## config.mk

```make
export PLATFORM = sky130hd
export DESIGN_NAME = mips_bus_sequencer
export DESIGN_NICKNAME = d
export VERILOG_FILES = /design/src/rtl/mips_bus_pkg.sv /design/src/rtl/mips_avalon_port.sv /design/src/rtl/mips_bus_sequencer.sv
export SDC_FILE = /design/constraint.sdc
export NUM_CORES = 1
export LEC_CHECK = 0
export BUFFER_PORTS_ARGS = -buffer_cell sky130_fd_sc_hd__buf_2
export CAP_MARGIN = 25
export CORE_AREA = 2 2 124 126
export DETAILED_ROUTE_END_ITERATION = 8
export DIE_AREA = 0 0 126 128
export PLACE_DENSITY = 0.79
export SETUP_SLACK_MARGIN = 0.5
export SYNTH_ARGS = -nofsm -noshare
export SYNTH_HDL_FRONTEND = slang
export SYNTH_SLANG_ARGS = --single-unit
```

## constraint.sdc

```tcl
create_clock -name clk -period 1.62 [get_ports clk]
set_clock_uncertainty 0.15 [all_clocks]
set_input_delay 0.162 -clock clk [delete_from_list [all_inputs] [get_ports clk]]
set_output_delay 0.162 -clock clk [all_outputs]
set_load 0.01 [all_outputs]
```

## src/rtl/mips_bus_pkg.sv

```systemverilog
// Shared types for the MIPS bus sequencer: FSM states, memory-op kinds and
// the full-word byteenable constant.
package mips_bus_pkg;

   typedef enum logic [2:0] {
      FETCH  = 3'd0,
      EXEC   = 3'd1,
      MEM    = 3'd2,
      COMMIT = 3'd3,
      HALTED = 3'd4
   } bus_state_t;

   typedef enum logic [1:0] {
      NONE = 2'd0,
      RD   = 2'd1,
      WR   = 2'd2
   } mem_op_t;

   localparam logic [3:0] BE_ALL = 4'hF;

   // A store takes precedence when the decoder flags both kinds of access.
   function automatic mem_op_t decode_op(input logic rd_i, input logic wr_i);
      if (wr_i) begin
         return WR;
      end else if (rd_i) begin
         return RD;
      end else begin
         return NONE;
      end
   endfunction

endpackage

```

## src/rtl/mips_avalon_port.sv

```systemverilog
// Avalon master mux: selects fetch or data-access signals from the sequencer
// state and holds address/byteenable/writedata steady while the slave stalls.
module mips_avalon_port
   import mips_bus_pkg::*;
#(
   parameter logic [3:0] FETCH_BE = BE_ALL
) (
   input  logic        clk,
   input  logic        reset,
   input  bus_state_t  state_i,
   input  mem_op_t     mem_op_i,
   input  logic [31:0] pc_i,
   input  logic [31:0] data_addr_i,
   input  logic [31:0] store_data_i,
   input  logic [3:0]  store_be_i,
   input  logic        waitrequest_i,
   output logic [31:0] address_o,
   output logic        read_o,
   output logic        write_o,
   output logic [3:0]  byteenable_o,
   output logic [31:0] writedata_o
);

   logic        rd_s;
   logic        wr_s;
   logic [31:0] addr_s;
   logic [3:0]  be_s;
   logic [31:0] wd_s;
   logic        hold_d;
   logic        hold_q;
   logic [31:0] addr_q;
   logic [3:0]  be_q;
   logic [31:0] wd_q;

   always_comb begin
      rd_s   = 1'b0;
      wr_s   = 1'b0;
      addr_s = 32'h0000_0000;
      be_s   = 4'h0;
      wd_s   = 32'h0000_0000;
      case (state_i)
         FETCH: begin
            rd_s   = 1'b1;
            addr_s = pc_i;
            be_s   = FETCH_BE;
         end
         MEM: begin
            case (mem_op_i)
               RD: begin
                  rd_s   = 1'b1;
                  addr_s = data_addr_i;
                  be_s   = FETCH_BE;
               end
               WR: begin
                  wr_s   = 1'b1;
                  addr_s = data_addr_i;
                  be_s   = store_be_i;
                  wd_s   = store_data_i;
               end
               default: begin
                  rd_s = 1'b0;
               end
            endcase
         end
         default: begin
            rd_s = 1'b0;
         end
      endcase
   end

   // A stalled cycle arms the hold so the next cycle replays the captured beat.
   assign hold_d = (rd_s | wr_s) & waitrequest_i;

   always_ff @(posedge clk) begin
      if (reset) begin
         hold_q <= 1'b0;
         addr_q <= 32'h0000_0000;
         be_q   <= 4'h0;
         wd_q   <= 32'h0000_0000;
      end else begin
         hold_q <= hold_d;
         if (!hold_q) begin
            addr_q <= addr_s;
            be_q   <= be_s;
            wd_q   <= wd_s;
         end
      end
   end

   assign address_o    = hold_q ? addr_q : addr_s;
   assign byteenable_o = hold_q ? be_q   : be_s;
   assign writedata_o  = hold_q ? wd_q   : wd_s;
   assign read_o       = rd_s & ~reset;
   assign write_o      = wr_s & ~reset;

endmodule

```

## src/rtl/mips_bus_sequencer.sv

```systemverilog
// Multi-cycle FETCH/EXEC/MEM/COMMIT sequencer sharing one Avalon port between
// instruction fetch and data access; architectural writes happen only in COMMIT.
module mips_bus_sequencer
   import mips_bus_pkg::*;
#(
   parameter logic [3:0] FETCH_BE = BE_ALL
) (
   input  logic        clk,
   input  logic        reset,
   input  logic [31:0] pc,
   input  logic [31:0] data_addr,
   input  logic [31:0] store_data,
   input  logic [3:0]  store_be,
   input  logic        data_read,
   input  logic        data_write,
   input  logic        halt,
   output logic [31:0] address,
   output logic        read,
   output logic        write,
   output logic [3:0]  byteenable,
   output logic [31:0] writedata,
   input  logic        waitrequest,
   input  logic [31:0] readdata,
   output logic [31:0] instr_reg,
   output logic [31:0] load_data,
   output logic        pc_wren,
   output logic        reg_commit,
   output logic        active
);

   bus_state_t  state_q, state_d;
   mem_op_t     mem_op_q, mem_op_d;
   logic [31:0] instr_q, instr_d;
   logic [31:0] load_q, load_d;

   always_comb begin
      state_d  = state_q;
      mem_op_d = mem_op_q;
      instr_d  = instr_q;
      load_d   = load_q;
      case (state_q)
         FETCH: begin
            if (!waitrequest) begin
               instr_d = readdata;
               state_d = EXEC;
            end else begin
               state_d = FETCH;
            end
         end
         EXEC: begin
            mem_op_d = decode_op(data_read, data_write);
            if (mem_op_d == NONE) begin
               state_d = COMMIT;
            end else begin
               state_d = MEM;
            end
         end
         MEM: begin
            if (!waitrequest) begin
               if (mem_op_q == RD) begin
                  load_d = readdata;
               end else begin
                  load_d = load_q;
               end
               state_d = COMMIT;
            end else begin
               state_d = MEM;
            end
         end
         COMMIT: begin
            if (halt) begin
               state_d = HALTED;
            end else begin
               state_d = FETCH;
            end
         end
         HALTED: begin
            state_d = HALTED;
         end
         default: begin
            state_d = FETCH;
         end
      endcase
   end

   always_ff @(posedge clk) begin
      if (reset) begin
         state_q  <= FETCH;
         mem_op_q <= NONE;
         instr_q  <= 32'h0000_0000;
         load_q   <= 32'h0000_0000;
      end else begin
         state_q  <= state_d;
         mem_op_q <= mem_op_d;
         instr_q  <= instr_d;
         load_q   <= load_d;
      end
   end

   mips_avalon_port #(
      .FETCH_BE (FETCH_BE)
   ) u_port (
      .clk           (clk),
      .reset         (reset),
      .state_i       (state_q),
      .mem_op_i      (mem_op_q),
      .pc_i          (pc),
      .data_addr_i   (data_addr),
      .store_data_i  (store_data),
      .store_be_i    (store_be),
      .waitrequest_i (waitrequest),
      .address_o     (address),
      .read_o        (read),
      .write_o       (write),
      .byteenable_o  (byteenable),
      .writedata_o   (writedata)
   );

   assign instr_reg  = instr_q;
   assign load_data  = load_q;
   assign pc_wren    = (state_q == COMMIT);
   assign reg_commit = (state_q == COMMIT);
   assign active     = (state_q != HALTED) && !reset;

endmodule

```

==> reports/summary.txt <==
status - finished with violations
failing checks - negative hold slack, negative setup slack
Clock power frac - 38.4%
CP Launch Type - register
Slew Limit Fails - 0
Tmin final - 2.13 ns
total gr overflow - 0
Root Buffer - clkbuf_16
Mapped Area - 6260 µm²
Least-Margin Pin Slew - 0.506 ns
post-DP HPWL - 12.2 mm
Layout Area Growth over Synthesis - 101%
most frequent cells in the layout - 196 x buf_2, 115 x buf_6, 70 x nand2_1
period utilization - 132%
CP Data Required Time - 1.31 ns
Synth Net Count - 882
Fillers - 737
CP max stage delay - 0.33 ns
vias per cell - 5.45
Switching Fraction - 29.7%
routability cong. - 0.767
maximum VDD drop - 0.000619 V
Int Power - 0.00757 W
Synth area leaders - dfxtp_1 44%, a21oi_1 8.2%, nand2b_1 6.6%
sequential share of the synthesized area - 44.1%
initial antenna violation count - 1
via count - 7394
TritonCTS Sinks - 138
largest net degree at the start of global routing - 92
final setup margin - -0.515 ns
DRT Pass-1 Iters - 4
critical path arrival - 1.82 ns
post-synthesis mux area share - 5.27%
critical path class - reg2out
core box area - 14900 µm²
crit path buf inv count - 3
Synth area leader - dfxtp_1
starting density of the core - 42.1%
clk slew on worst S/H paths - 0.06 ns
crit path max fanout - 22
tightest hold margin - -0.109 ns
Fmax - 468 MHz
Yosys top cell area share - 44.1%
Leak - 5.52 nW
die area - 16100 µm²
leading cell type in the layout, fill and taps excluded - buf_2
Syn Area/Cell - 8.44 µm²
main combinational cell family by area after synthesis - compound AO/OA/AOI/OAI gates
FFs w/ async S/R, synth - 0%
Simple-Gate Fraction of Synth Area - 20.9%
slowest CP cell - dfxtp_2
pre-CTS setup slack - -0.107 ns
first-pass GRT wire length - 35.9 mm
Die Wd - 126 µm
Max-slew headroom - 66.2%
routed wire length - 28.8 mm
Final Setup Violations - 181
Synth Register Bits - 138
layout cells sized above 1 - 67.8%
min-delay worst type - in2reg
number of I/O port buffers - 274
total track usage - 28.1%
number of H-tree levels - 4
final net count - 1295
# DRC - 0
CTS max path bufs - 2
critical path's top delay family - buffers and inverters
CTS Buf Count - 17
Synth Flop Type - dfxtp_1
vias in the first global route - 6974
xor and xnor fraction of the mapped netlist area - 0.140%
Synth Area in Compound Gates - 21.1%
post-synthesis adder-cell area fraction - 0.400%
final hold violations - 40
Pwr Density - 858 nW/µm²
Row Count - 45
Setup crit end kind - output port
WL per Instance - 21.2 µm
Yosys cell types - 32
max-cap viol count - 0
crit path cell chain - inv_2, ha_4, nor2b_4, buf_12, a21oi_2, o21ai_2, buf_2
yosys warns - 0
initial drt markers - 442
combinational share of power - 27.3%
final non-filler cell total - 1356
sequential share of power - 34.3%
io pins - 275
CTS Hold Bufs - 36
NetSw - 0.00320 W
clk_lat worst skew - 0.42 ns
Post-synth EDFFs - 0
final total power - 0.0108 W
RSZ-0062 raised after global routing - true
Syn Inst Count - 742
antenna viol nets, final - 0
CTS tree - built
Die Y - 128 µm
placed cells - 1183
final timing paths:
path                         startpoint                      endpoint  slack [ns]  depth (start not counted)
min                       store_data[1]     u_port.wd_q[1]$_SDFF_PP0_       -0.11                          3
max            mem_op_q[0]$_SDFFE_PP0P_                   address[17]       -0.51                          7
min reg2reg  instr_reg[29]$_SDFFE_PP0N_    instr_reg[29]$_SDFFE_PP0N_        0.33                          2
max reg2reg       state_q[2]$_SDFF_PP0_  u_port.addr_q[17]$_SDFF_PP0_       -0.47                         12
stage by stage:
stage | utilization, % | TNS (ns) | instance area (µm²)
3_5_place_dp | 58.1 | -4.39 | 8640
5_1_grt | 84.5 | -74.55 | 12600
4_1_cts | 74.6 | -44.73 | 11100
2_1_floorplan | - | 0 | 7030
6_report | 84.5 | -65.90 | 12600
3_3_place_gp | 58.1 | -2.76 | 8640
power by group through the flow:
stage	clock, W	combinational (W)	sequential [W]
global placement	0	0.00172	0.00369
detailed placement	0	0.00174	0.00369
global route	0.00434	0.00307	0.00371
floorplan	0	0.00109	0.00371
finish	0.00414	0.00294	0.00369
CTS	0.00411	0.00240	0.00365
cell usage after synthesis (2+ instances only):
library cell / number
clkbuf_1: 30
a32oi_1: 32
nand3b_1: 2
o21ai_0: 37
nor2_1: 38
a21oi_1: 103
dfxtp_1: 138
buf_1: 3
nor2b_1: 34
a211oi_1: 20
o31ai_1: 4
nand2b_1: 66
buf_4: 4
ha_1: 2
inv_1: 34
mux2i_1: 33
a211oi_2: 12
or2_2: 3
or3_1: 2
nor3_1: 3
nor4_4: 2
buf_6: 13
nand2_1: 103
buf_2: 16
worst register-to-register path, stage by stage (launching register included):
cell	delay, ns
dfxtp_2	0.32
buf_6	0.12
nor3_4	0.21
buf_6	0.15
buf_16	0.14
buf_6	0.11
buf_6	0.08
buf_6	0.10
buf_8	0.12
buf_12	0.12
buf_16	0.14
a21oi_4	0.04
a211oi_2	0.21
cells by family (layout without fill, tap and decap cells):
kind of cell | after synthesis | count (layout)
flip-flops | 138 | 138
XOR/XNOR | 1 | 1
other | 0 | 1
adder cells (fa/ha/maj) | 2 | 2
buffers and inverters | 100 | 522
multiplexers | 33 | 33
AO/OA/AOI/OAI | 209 | 209
AND/OR/NAND/NOR | 259 | 262
area by class of cell:
class / count / area [µm²] / area share (%)
multi-input cells: 507 / 4640 / 36.9
repair buffers: 457 / 4070 / 32.4
flip-flops and latches: 138 / 2880 / 22.9
clock buffers: 19 / 433 / 3.45
well taps: 188 / 235 / 1.87
clock inverters: 12 / 174 / 1.38
inverters: 34 / 128 / 1.02
diodes: 1 / 2.50 / 0.0199
metal layers:
metal	vias up	routed length, µm	GRT usage (%)
met5	-	0	0
met4	0	1120	10.8
met3	85	1750	7.01
met2	341	15200	51.2
met1	3590	10800	31.5
li1	3378	-	-
repair_timing:
item / CTS / global route
endpoints found under the hold margin: 123 / 41
gates resized for setup: 193 / 249
cloned: 18 / 1
endpoints found under the setup margin: 274 / 275
buffers inserted: 29 / 57
pin swaps: 43 / 83
Note: power is estimated with default switching activity, not from simulation.
